--- config.mk ---
export PLATFORM = sky130hd
export DESIGN_NAME = two_phase_monitor
export DESIGN_NICKNAME = d
export VERILOG_FILES = /design/src/rtl/two_phase_monitor_pkg.sv /design/src/rtl/two_phase_monitor_sync.sv /design/src/rtl/two_phase_monitor.sv
export SDC_FILE = /design/constraint.sdc
export NUM_CORES = 1
export LEC_CHECK = 0
export CAP_MARGIN = 20
export CORE_ASPECT_RATIO = 1.4
export CORE_UTILIZATION = 50
export DETAILED_ROUTE_END_ITERATION = 16
export GPL_TIMING_DRIVEN = 0
export PLACE_DENSITY = 0.75
export SYNTH_ARGS = -nofsm -noshare
export SYNTH_HDL_FRONTEND = slang
export SYNTH_HIERARCHICAL = 1
export SYNTH_SLANG_ARGS = --single-unit
--- constraint.sdc ---
create_clock -name clk -period 2.85 [get_ports clk]
set_input_delay 0.57 -clock clk [delete_from_list [all_inputs] [get_ports clk]]
set_output_delay 0.57 -clock clk [all_outputs]
set_load 0.01 [all_outputs]
--- src/rtl/two_phase_monitor_pkg.sv ---
// two_phase_pkg: shared types and constants for the two-phase clock monitor.
//   phase_e      - monitor state, 3-bit encoding driven onto the phase output
//   ERR_*        - bit positions of the error flags in the internal error vector
//   *_DEF        - default legal-width limits, in clk cycles
package two_phase_pkg;

    typedef enum logic [2:0] {
        IDLE  = 3'd0,
        C1_HI = 3'd1,
        GAP12 = 3'd2,
        C2_HI = 3'd3,
        GAP21 = 3'd4
    } phase_e;

    localparam int ERR_OVL = 0;
    localparam int ERR_ORD = 1;
    localparam int ERR_WID = 2;
    localparam int ERR_STL = 3;
    localparam int ERR_N   = 4;

    localparam int HI_MIN_DEF  = 6;
    localparam int HI_MAX_DEF  = 10;
    localparam int GAP_MIN_DEF = 2;

endpackage

--- src/rtl/two_phase_monitor_sync.sv ---
// phase_sync: brings one asynchronous phase clock into the clk domain and
// reports its edges.
//   clk, rst_n - system clock, async active-low reset
//   d_i        - asynchronous phase input
//   s_o        - synchronized level (second flop)
//   rise_o     - one-cycle pulse when s_o goes 0->1
//   fall_o     - one-cycle pulse when s_o goes 1->0
module phase_sync (
    input  logic clk,
    input  logic rst_n,
    input  logic d_i,
    output logic s_o,
    output logic rise_o,
    output logic fall_o
);

    // [0] metastability flop, [1] synchronized value, [2] one-cycle delay
    logic [2:0] sh_q;

    always_ff @(posedge clk or negedge rst_n) begin
        if (!rst_n) sh_q <= '0;
        else        sh_q <= {sh_q[1:0], d_i};
    end

    assign s_o    = sh_q[1];
    assign rise_o =  sh_q[1] & ~sh_q[2];
    assign fall_o = ~sh_q[1] &  sh_q[2];

endmodule

--- src/rtl/two_phase_monitor.sv ---
// two_phase_monitor: checks a non-overlapping two-phase clock pair c1/c2.
// Tracks c1-high, gap, c2-high, gap; measures each high time and gap in clk
// cycles; raises sticky overlap/order/width/stall flags; asserts locked after
// LOCK_CYCLES consecutive clean c1-rise-to-c1-rise cycles.
//   clk, rst_n        - system clock, async active-low reset
//   active            - enable; low forces IDLE, drops locked, blocks new errors
//   c1, c2            - asynchronous phase clocks
//   err_clr           - pulse clearing the sticky error flags
//   phase             - current state (IDLE..GAP21)
//   locked            - LOCK_CYCLES clean cycles seen
//   cycle_count       - completed cycles, wraps
//   last_c1/c2_width  - most recent completed high widths
//   err_overlap/order/width/stall - sticky error flags
module two_phase_monitor
    import two_phase_pkg::*;
#(
    parameter int HI_MIN      = HI_MIN_DEF,
    parameter int HI_MAX      = HI_MAX_DEF,
    parameter int GAP_MIN     = GAP_MIN_DEF,
    parameter int LOCK_CYCLES = 4,
    parameter int WCW         = 8,
    parameter int CCW         = 16
) (
    input  logic           clk,
    input  logic           rst_n,
    input  logic           active,
    input  logic           c1,
    input  logic           c2,
    input  logic           err_clr,
    output logic [2:0]     phase,
    output logic           locked,
    output logic [CCW-1:0] cycle_count,
    output logic [WCW-1:0] last_c1_width,
    output logic [WCW-1:0] last_c2_width,
    output logic           err_overlap,
    output logic           err_order,
    output logic           err_width,
    output logic           err_stall
);

    localparam int LCW = $clog2(LOCK_CYCLES + 1);

    localparam logic [WCW-1:0] WC_SAT    = '1;
    localparam logic [WCW-1:0] HI_MIN_W  = WCW'(HI_MIN);
    localparam logic [WCW-1:0] HI_MAX_W  = WCW'(HI_MAX);
    localparam logic [WCW-1:0] GAP_MIN_W = WCW'(GAP_MIN);
    localparam logic [LCW-1:0] LOCK_W    = LCW'(LOCK_CYCLES);

    logic s1, r1, f1, s2, r2, f2;

    phase_sync u_sync_c1 (.clk(clk), .rst_n(rst_n), .d_i(c1), .s_o(s1), .rise_o(r1), .fall_o(f1));
    phase_sync u_sync_c2 (.clk(clk), .rst_n(rst_n), .d_i(c2), .s_o(s2), .rise_o(r2), .fall_o(f2));

    phase_e           state_q, state_d;
    logic [WCW-1:0]   wc_q, wc_d;
    logic [WCW-1:0]   w1_q, w1_d, w2_q, w2_d;
    logic [CCW-1:0]   cyc_q, cyc_d;
    logic [LCW-1:0]   cln_q, cln_d;
    logic             locked_q, locked_d;
    logic             dirty_q, dirty_d;   // an error was seen since the last c1 rise
    logic [ERR_N-1:0] err_q, err_d, ev;
    logic             cyc_done, err_any;

    always_comb begin
        state_d  = state_q;
        w1_d     = w1_q;
        w2_d     = w2_q;
        ev       = '0;
        cyc_done = 1'b0;

        if (!active) begin
            state_d = IDLE;
        end else if (s1 && s2) begin
            ev[ERR_OVL] = 1'b1;
            state_d     = IDLE;
        end else begin
            case (state_q)
                IDLE: begin
                    if (r1)      state_d = C1_HI;
                    else if (r2) ev[ERR_ORD] = 1'b1;
                end
                C1_HI: begin
                    if (f1) begin
                        w1_d = wc_q;
                        if (wc_q < HI_MIN_W || wc_q > HI_MAX_W) ev[ERR_WID] = 1'b1;
                        // c2 rising in the same cycle is a zero-length gap
                        if (r2) begin
                            ev[ERR_WID] = 1'b1;
                            state_d     = C2_HI;
                        end else begin
                            state_d = GAP12;
                        end
                    end
                end
                GAP12: begin
                    if (r2) begin
                        if (wc_q < GAP_MIN_W) ev[ERR_WID] = 1'b1;
                        state_d = C2_HI;
                    end else if (r1) begin
                        ev[ERR_ORD] = 1'b1;
                        state_d     = IDLE;
                    end
                end
                C2_HI: begin
                    if (f2) begin
                        w2_d = wc_q;
                        if (wc_q < HI_MIN_W || wc_q > HI_MAX_W) ev[ERR_WID] = 1'b1;
                        state_d = GAP21;
                    end
                    if (r1) begin
                        ev[ERR_ORD] = 1'b1;
                        state_d     = IDLE;
                    end
                end
                GAP21: begin
                    if (r1) begin
                        if (wc_q < GAP_MIN_W) ev[ERR_WID] = 1'b1;
                        state_d  = C1_HI;
                        cyc_done = 1'b1;
                    end else if (r2) begin
                        ev[ERR_ORD] = 1'b1;
                        state_d     = IDLE;
                    end
                end
                default: state_d = IDLE;
            endcase

            // Sitting in one state until the counter pins means the source stopped
            if (state_q != IDLE && state_d == state_q && wc_q == WC_SAT) begin
                ev[ERR_STL] = 1'b1;
                state_d     = IDLE;
            end
        end

        err_any = |ev;

        // Counter restarts at 1 on any state entry so it equals the width at exit
        wc_d = wc_q;
        if (active) begin
            if (state_d != state_q) wc_d = WCW'(1);
            else if (wc_q != WC_SAT) wc_d = wc_q + WCW'(1);
        end

        cyc_d = cyc_q;
        if (cyc_done) cyc_d = cyc_q + CCW'(1);

        dirty_d = dirty_q | err_any;
        if (state_d == C1_HI && state_q != C1_HI) dirty_d = 1'b0;

        cln_d = cln_q;
        if (cyc_done && !dirty_q && !err_any && cln_q != LOCK_W) cln_d = cln_q + LCW'(1);
        if (err_any || !active) cln_d = '0;
        locked_d = (cln_d == LOCK_W);

        // A new error outranks a clear in the same cycle
        err_d = (err_q & ~{ERR_N{err_clr}}) | ev;
    end

    always_ff @(posedge clk or negedge rst_n) begin
        if (!rst_n) begin
            state_q  <= IDLE;
            wc_q     <= '0;
            w1_q     <= '0;
            w2_q     <= '0;
            cyc_q    <= '0;
            cln_q    <= '0;
            locked_q <= 1'b0;
            dirty_q  <= 1'b0;
            err_q    <= '0;
        end else begin
            state_q  <= state_d;
            wc_q     <= wc_d;
            w1_q     <= w1_d;
            w2_q     <= w2_d;
            cyc_q    <= cyc_d;
            cln_q    <= cln_d;
            locked_q <= locked_d;
            dirty_q  <= dirty_d;
            err_q    <= err_d;
        end
    end

    assign phase         = state_q;
    assign locked        = locked_q;
    assign cycle_count   = cyc_q;
    assign last_c1_width = w1_q;
    assign last_c2_width = w2_q;
    assign err_overlap   = err_q[ERR_OVL];
    assign err_order     = err_q[ERR_ORD];
    assign err_width     = err_q[ERR_WID];
    assign err_stall     = err_q[ERR_STL];

endmodule

==> results by group <==
GRT
  – First-pass GRT wire length: 10.0 mm
  – Gr usage total: 22.1%
  – Largest net degree at the start of global routing: 36
  – Initial antenna violation count: 0
  – Grt total ovfl: 0
  – Vias in the first global route: 2194

Die
  – Die Y: 92 um
  – Ports: 46
  – Die Wd: 66.3 um
  – Initial Utilization: 52.4%
  – Core footprint: 0.00553 mm2
  – Die ar.: 0.00610 mm2
  – Row count: 32

Power and ir drop
  – Comb pwr share: 17.8%
  – Switching part of the total power: 28.4%
  – Leakage: 1.64 nW
  – Cell Pwr Density: 542 mW/mm2
  – Net Switching: 0.558 mW
  – Seq pwr share: 48.3%
  – Tot Pwr: 1.96 mW
  – Clk pwr share: 33.9%
  – Internal power: 1.40 mW
  – Peak supply drop: 0.441 mV

Run status
  – Outcome: finished, final reports clean

Clock network
  – CTS H-tree lvls: 3
  – Clock sinks: 58
  – Worst-Skew Late Latency: 330 ps
  – Post-cts sizing count: 0
  – Post-CTS Setup Repair Bufs: 0
  – Clk root buf: clkbuf_8
  – CTS max path bufs: 2
  – CTS Hold Bufs: 0
  – Clock-pin slew on the worst setup and hold paths: 70 ps
  – CTS tree: built
  – CTS Buf Count: 9

Synthesis
  – Area leader, netlist: dfrtp_1
  – Syn Inst Count: 271
  – Synth Flop Type: dfrtp_1
  – Ranking of synthesized cells by area: dfrtp_1, mux2_2, xnor2_1, nand2_1, xor2_1
  – Post-synthesis cell area: 0.00289 mm2
  – Seq/Total Area, Yosys: 50.2%
  – Async set-reset flop share out of synthesis: 100%
  – Yosys reg bits: 58
  – Post-synthesis cell type count: 56
  – Syn avg cell area: 10.7 um2
  – Top-area cell type share of the netlist area: 50.2%
  – Post-synth net total: 281
  – Post-synth EDFFs: 0
  – Ys Warns: 6

Cells and area
  – Fillers: 454
  – Layout cells sized above 1: 16.0%
  – Non-filler cells, final: 400
  – Register area: 0.00145 mm2
  – Nets: 337
  – Area Growth Syn to Fin: 25.2%
  – N_diodes: 0
  – Multi-input logic area: 0.00133 mm2

STA
  – RSZ-0062 raised after global routing: false
  – Final period util: 93.1%
  – Final Hold Viols: 0
  – Worst Max-Slew Pin Slew: 1050 ps
  – Max Clock Freq: 377 MHz
  – Slew HR: 29.1%
  – Final setup viols: 0
  – Hold WS: 333 ps
  – Fin Clk Skew: 9.19 ps
  – Final Max Tran Viols: 0
  – Final worst path period need: 2650 ps

Flow run
  – Max Cap Viol: 0

Worst setup path
  – RR Endpoint: last_c1_width[0]$_DFFE_PN0P_
  – Crit path kind: reg2reg
  – R2R Setup Slk: 200 ps
  – Origin of the critical flop-to-flop path: u_sync_c2/sh_q[1]$_DFF_PN0_
  – Critical path arrival: 2870 ps
  – Critical path peak fanout: 8
  – Reg2Reg Depth: 6
  – CP Capture Type: register
  – Worst path required time: 3070 ps
  – Crit path launch: u_sync_c2/sh_q[1]$_DFF_PN0_
  – Startpoint types: register

Worst hold path
  – HP Class: in2async

Place
  – Gpl congestion: 0.904
  – Port bufs: 44
  – Inst Count DP: 384
  – Post-DP HPWL: 4.41 mm

Routing
  – DR iter-0 viols: 88
  – DR pass1 iterations: 4
  – Vias per cell: 5.64
  – Vias: 2254
  – Antenna Nets Post-Route: 0
  – DRC viols: 0
  – Avg WL per Cell: 15.2 um
  – WL final: 6.10 mm
Yosys cell counts (5+ instances only):
library cell  instances
xor2_1                7
mux2_2               17
buf_2                 5
nor3_1                7
clkbuf_1              7
xnor2_1              10
dfrtp_1              58
nand3_1              12
nand2b_1              6
o21ai_0              11
nor2b_1               6
inv_1                12
nor2_1               15
nand2_1              17
a21oi_1               9
metrics by stage:
| step | setup slack [ps] | setup TNS, ps | utilization, % | instance area [um2] |
|---|---|---|---|---|
| after floorplan | 643 | 0 | - | 2890 |
| after detailed placement | 144 | 0 | 62.3 | 3440 |
| after global placement | -625 | -36080 | 61.9 | 3420 |
| final | 196 | 0 | 65.5 | 3620 |
| after global routing | 43.4 | 0 | 65.5 | 3620 |
| after CTS | 135 | 0 | 65.5 | 3620 |
cell type report:
class,count,share of cell area [%]
flip-flops and latches,58,40.1
well taps,68,2.35
clock buffers,10,3.80
clock inverters,6,1.17
plain buffers,14,1.94
multi-input cells,187,36.6
repair buffers,45,12.8
inverters,12,1.24
cells by family (layout without fill, tap and decap cells):
| logic type | after synthesis | in the layout | share of synthesized area (%) |
|---|---|---|---|
| DFF | 58 | 58 | 50.2 |
| muxes | 20 | 20 | 7.66 |
| adders and majority gates | 4 | 4 | 1.73 |
| xor gates and xnor gates | 17 | 17 | 5.15 |
| buffers and inverters | 26 | 87 | 3.98 |
| AOI/OAI and AO/OA | 51 | 51 | 13.0 |
| and+or+nand+nor | 95 | 95 | 18.3 |
power by group through the flow:
stage                     combinational (mW)  sequential [mW]  clock (mW)
final                                  0.349            0.948       0.666
after global routing                   0.383            0.957       0.716
after CTS                              0.350            0.948       0.685
after detailed placement               0.346            0.962           0
after global placement                 0.335            0.961           0
after floorplan                        0.196            0.965           0
registers in the layout (all words and copies together) (netlist names):
signal / cells
cycle_count: 16
last_c1_width: 8
last_c2_width: 8
wc_q: 8
err_q: 4
cln_q: 3
phase: 3
u_sync_c1/sh_q: 3
u_sync_c2/sh_q: 3
dirty_q: 1
locked: 1
layer usage:
metal | track usage (%) | share of wire (%) | vias up
li1 | - | - | 1079
met1 | 25.6 | 42 | 1104
met2 | 38.0 | 53 | 65
met3 | 5.60 | 4.0 | 6
met4 | 8.69 | 1.0 | 0
met5 | 0 | 0 | -
critical path, cell delays in order (launching register included):
cell and delay [ps]:
dfrtp_1 410, nor2b_1 470, nand2b_1 170, o21ai_0 110
a22oi_1 140, nor4_2 810, mux2_2 420
how the worst max path moves through the flow:
stage                                    to  slack (ps)
2_1_floorplan              locked$_DFF_PN0_         640
3_3_place_gp   last_c1_width[4]$_DFFE_PN0P_        -630
3_5_place_dp   last_c1_width[0]$_DFFE_PN0P_         140
4_1_cts        last_c1_width[0]$_DFFE_PN0P_         140
5_1_grt         cycle_count[15]$_DFFE_PN0P_          40
6_report       last_c1_width[0]$_DFFE_PN0P_         200
cells in the final DEF, fill, tap and decap left out, types with 4 or more instances in the layout:
master / instances
mux2_2: 17
nand3_1: 12
clkbuf_8: 10
nand4_1: 4
xor2_1: 7
dfrtp_1: 58
nor3_1: 7
ha_1: 4
o21ai_0: 11
nor2b_1: 6
xnor2_1: 10
nor2_1: 15
clkbuf_1: 7
buf_2: 6
and2_1: 4
a21oi_1: 9
clkdlybuf4s50_1: 43
and4_1: 4
nand2_1: 17
inv_1: 12
nand2b_1: 6
a31oi_1: 4
(Power assumes the default switching activity.)
==> variant 1, RTL diff (config.mk and constraints unchanged) <==
Put a register stage on the outputs `err_overlap`, `err_order`, `err_width` and `err_stall`, without a reset. The values now appear one clock later. The other outputs are not delayed to match.
--- a/src/rtl/two_phase_monitor.sv
+++ b/src/rtl/two_phase_monitor.sv
@@ -186,8 +186,10 @@
     assign last_c1_width = w1_q;
     assign last_c2_width = w2_q;
-    assign err_overlap   = err_q[ERR_OVL];
-    assign err_order     = err_q[ERR_ORD];
-    assign err_width     = err_q[ERR_WID];
-    assign err_stall     = err_q[ERR_STL];
+    always_ff @(posedge clk) begin
+        err_overlap <= err_q[ERR_OVL];
+        err_order   <= err_q[ERR_ORD];
+        err_width   <= err_q[ERR_WID];
+        err_stall   <= err_q[ERR_STL];
+    end
 
 endmodule
Formal check against the unedited RTL: not equivalent (a bounded check fails within 4 cycles, from zero or initial values and one cycle with rst_n low).
==> variant 1 against the original RTL <==
Setup slack better by 5.7 ps; hold slack worse by 130 ps; routed wire length increased by 3.9%; synthesized area increased by 2.8%; sequential cell count is 4 higher; global-route usage is 0.81 points higher; total power rose by 14%; cell area is 3.7% higher; highest routed layer unchanged.
==> variant 1: results (changes against the original RTL) <==
Run status
  • Status: finished, final reports clean

Global route
  • Initial antenna violation count: 0 (unchanged)
  • Largest net degree at the start of global routing: 38 (+5.6%)
  • First-pass GRT wire length: 10.5 mm (+5.0%)
  • Total GRT Usage: 0.229 (+0.00813)

STA
  • Worst-Margin Slew: 764 ps (-290 ps)
  • Worst-case clock skew: 12.1 ps (+2.95 ps)
  • Final period util: 0.929 (-0.00201)

Power
  • Switching pwr: 575 uW (+3.0%)
  • Clock power frac: 0.398 (+0.059)
  • Peak VDD IR: 0.000565 V (+28%)
  • Leakage power: 0.00170 uW (+3.8%)

Synthesis
  • Post-synth EDFFs: 0 (unchanged)
  • Ranking of synthesized cells by area: dfrtp_1, mux2_2, xnor2_1, dfxtp_1, nand2_1
  • Register area share after synthesis: 0.515 (+0.0134)
  • Compound-Gate Fraction of Synth Area: 0.127 (-0.00351)
  • Cell variety after synth: 57 (+1.8%)
  • Ys Warns: 6 (unchanged)
  • Syn Nets: 285 (+1.4%)
  • Async S/R FF share, synth: 0.935 (-0.0645)
  • Post-synthesis mux area share: 0.0745 (-0.00206)
  • Post-Synth Adder-Cell Area: 0.0168 (-0.000466)
  • Xor-xnor portion of the synthesized cell area: 0.0501 (-0.00139)

Route
  • Total wire length: 6.34 mm (+3.9%)
  • Initial DRC count: 119 (+35%)
  • Drt pass-1 iters: 4 (unchanged)
  • Vias: 2283 (+1.3%)

Worst setup path
  • Worst Path Max Fanout: 10 (+2)
  • Worst R2R Path Depth: 8 (+2)
  • Reg-to-reg endpoint: locked
  • Slack of the worst reg-to-reg path: 200 ps
  • Worst setup path startpoint: u_sync_c1/sh_q[1]

Final layout
  • Max reg flops: 16 (unchanged)
  • Layout Nets: 342 (+1.5%)
  • # diodes: 0 (unchanged)
  • Layout cells sized above 1: 0.160 (+0.000599)

Placement
  • PortBufs: 44 (unchanged)
  • Detailed placement HPWL: 4.37 mm (-0.83%)
  • Final GP Congestion: 0.918 (+1.5%)

Clocking
  • Maximum root-to-sink buffer count: 2 (unchanged)
  • PostCTS Resize Cnt: 0 (unchanged)
  • Worst skew pair latency: 350 ps (+20 ps)
  • Clock slew at reported path FFs: 70 ps (about the same)
  • Root buffer cell: clkbuf_8
==> variant 1: power groups by stage <==
stage               Combinational, uW  Sequential (uW)  Clock [uW]
detailed placement                341             1020           0
global placement                  335             1020           0
finish                            344             1000         891
CTS                               343             1000         905
global route                      379             1010         941
floorplan                         196             1020           0
==> variant 1: stage by stage <==
stage,util,instances,area [sq um],power [uW]
floorplan,-,275,2970,1220
global placement,0.624,387,3500,1350
finish,0.670,405,3750,2240
CTS,0.668,404,3750,2250
detailed placement,0.627,388,3510,1360
global route,0.670,405,3750,2330
==> variant 1: final cells by class <==
cell class | instances | area, sq um
fillers | 460 | 1850
flip-flops and latches | 62 | 1530
multi-input cells | 187 | 1330
repair buffers | 46 | 463
clock buffers | 11 | 151
well taps | 68 | 85.1
clock inverters | 5 | 81.3
plain buffers | 14 | 70.1
inverters | 12 | 45.0
==> variant 1: how the worst min path moves through the flow <==
| stage | start | endpoint | slack (ps) | cells after the start |
|---|---|---|---|---|
| after floorplan | rst_n | cln_q[0] | 270 | 0 |
| after global placement | u_sync_c1/sh_q[0] | u_sync_c1/sh_q[1] | 330 | 0 |
| after detailed placement | u_sync_c1/sh_q[0] | u_sync_c1/sh_q[1] | 340 | 0 |
| after CTS | rst_n | err_q[1] | 210 | 1 |
| after global routing | rst_n | err_q[1] | 220 | 1 |
| final | rst_n | err_q[1] | 200 | 1 |
==> variant 1: cell families (layout without fill, tap and decap cells) <==
group,after synthesis,count (layout)
AOI/OAI and AO/OA,51,51
xor gates and xnor gates,17,17
DFF,62,62
buffers and inverters,26,88
and+or+nand+nor,95,95
muxes,20,20
adders and majority gates,4,4
==> variant 1: worst max-delay path, stage by stage, from the launching register on <==
cell,delay (ps)
dfrtp_1,410
nor2b_1,360
clkbuf_1,360
o32ai_1,140
o221ai_1,200
or2_1,210
nand2_1,140
or3b_2,540
a211oi_2,210
==> variant 1: metal layers <==
layer	vias up	GRT usage	routed length [um]
met2	57	0.386	3270
met1	1108	0.262	2650
met4	0	0.117	184
li1	1101	-	-
met5	-	0	0
met3	17	0.0549	225
==> variant 2, RTL diff (same settings) <==
Without the edit above. The parameter `LOCK_CYCLES` goes from 4 to 2.
--- a/src/rtl/two_phase_monitor.sv
+++ b/src/rtl/two_phase_monitor.sv
@@ -18,5 +18,5 @@
     parameter int HI_MAX      = HI_MAX_DEF,
     parameter int GAP_MIN     = GAP_MIN_DEF,
-    parameter int LOCK_CYCLES = 4,
+    parameter int LOCK_CYCLES = 2,
     parameter int WCW         = 8,
     parameter int CCW         = 16
Behaviour: same outputs for any inputs over 10 cycles, from zero or initial values and one cycle with rst_n low; that may be too few to reach the edited logic, so the function may still have changed.
==> variant 2 against the original RTL <==
Largest cell class unchanged; total power is 6.5% higher; combinational power is 3% higher; routed wire length is 5.3% higher; cell area is 1.4% higher; sequential cell count is 1 lower; setup slack better by 84 ps; critical path type unchanged; cell count is 1.3% higher; synthesized area is 0.74% higher.
==> variant 2: results (changes against the original RTL) <==
Placement
  • Final GP Congestion: 0.941 (+4.1%)
  • Detailed placement HPWL: 4.62 mm (+4.8%)
  • Setup WS pre-CTS: 93.0 ps (-50.8 ps)

Final layout
  • Layout cells sized above 1: 0.184 (+0.0243)
  • Fraction of area in multi-input gates: 0.372 (+0.00591)
  • Register Area: 1430 sq um (-1.7%)
  • Non-clock inverters: 12 (unchanged)
  • Non-clock buffers, area share: 0.148 (+0.000379)
  • Layout Nets: 341 (+1.2%)
  • Max reg flops: 16 (unchanged)
  • Clock buf count: 12 (+2)
  • # diodes: 0 (unchanged)
  • Clock-cell share of area: 0.0562 (+0.00648)
  • Multi-input gates: 195 (+4.3%)
  • Number of non-clock buffers: 57 (-3.4%)
  • # fillers: 441 (-2.9%)

Clocking
  • PostCTS Resize Cnt: 0 (unchanged)
  • Setup Buffers After CTS: 0 (unchanged)
  • Clock slew at reported path FFs: 70 ps (about the same)
  • Maximum root-to-sink buffer count: 2 (unchanged)
  • Inserted Clock Buffers: 9 (unchanged)
  • H-tree depth: 3 (unchanged)

Worst setup path
  • Slack of the worst reg-to-reg path: 280 ps (+80 ps)
  • Critical path type: register to register
  • Critical path's slowest cell: a221oi_4
  • Worst setup path startpoint: u_sync_c2/sh_q[1]
  • CP arrival: 2800 ps (-70 ps)
  • Worst path max stage delay: 560 ps (-250 ps)
  • Reg-to-reg endpoint: wc_q[0]
  • Worst R2R Path Depth: 8 (+2)
  • Worst Path Max Fanout: 10 (+2)
  • Cell family with most CP delay: compound AO/OA/AOI/OAI gates

Route
  • Initial DRC count: 101 (+15%)
  • Antenna viol nets, final: 0 (unchanged)
  • Via-to-Cell Ratio: 5.56 (-1.3%)
  • Routed len/inst: 15.9 um (+4.0%)

Global route
  • Largest net degree at the start of global routing: 32 (-11%)
  • First-pass GRT wire length: 10.8 mm (+7.8%)
  • Grt total ovfl: 0 (unchanged)
  • Vias in the first global route: 2279 (+3.9%)
  • Total GRT Usage: 0.236 (+0.0148)

STA
  • Worst-case clock skew: 6.34 ps (-2.85 ps)
  • Final period util: 0.902 (-0.0294)
  • Rel. slew slack: 0.517 (+0.225)

Synthesis
  • Ys Warns: 6 (unchanged)
  • Synth Register Bits: 57 (-1.7%)
  • Register area share after synthesis: 0.489 (-0.0122)
  • Top cells by count, synth: dfrtp_1, nand2_1, nand3_1
  • Ranking of synthesized cells by area: dfrtp_1, mux2_2, xnor2_1, nand2_1, nand3_1
  • Async S/R FF share, synth: 1.00 (unchanged)
  • Cell variety after synth: 57 (+1.8%)
  • Syn Nets: 285 (+1.4%)

Power
  • Switching pwr: 595 uW (+6.6%)
  • Leakage power: 0.00163 uW (-0.58%)
  • Register share of total power: 0.455 (-0.028)
  • Clock group power: 781 uW (+17%)
  • Peak VDD IR: 0.000497 V (+13%)
  • PwrDens: 569 nW/um^2 (+5.0%)

Worst hold path
  • Hold WC Path Type: primary input to async pin

Run status
  • Status: finished, final reports clean
## variant 2: layer usage
metal,global-route usage,vias to the layer above,part of all wire,wire length (um)
met3,0.0579,15,0.034,217
met1,0.281,1097,0.41,2660
met2,0.403,59,0.53,3400
li1,-,1082,-,-
met5,0,-,0,0
met4,0.0869,0,0.023,146
## variant 2: metrics by stage
stage	hold slack, ps	TNS [ps]	cells	instance area (sq um)	utilization
after floorplan	274	0	276	2910	-
after global placement	358	-30050	388	3440	0.618
after detailed placement	369	0	389	3450	0.621
after CTS	260	0	405	3660	0.658
after global routing	305	0	405	3670	0.660
final	245	0	405	3670	0.660
## variant 2: cell families after synthesis
group,count (synthesis),share of synthesized area
AO/OA/AOI/OAI,54,0.133
XOR/XNOR,17,0.0511
adder cells (fa/ha/maj),3,0.0129
buffers and inverters,24,0.0451
flip-flops,57,0.489
multiplexers,14,0.0541
AND/OR/NAND/NOR,107,0.215
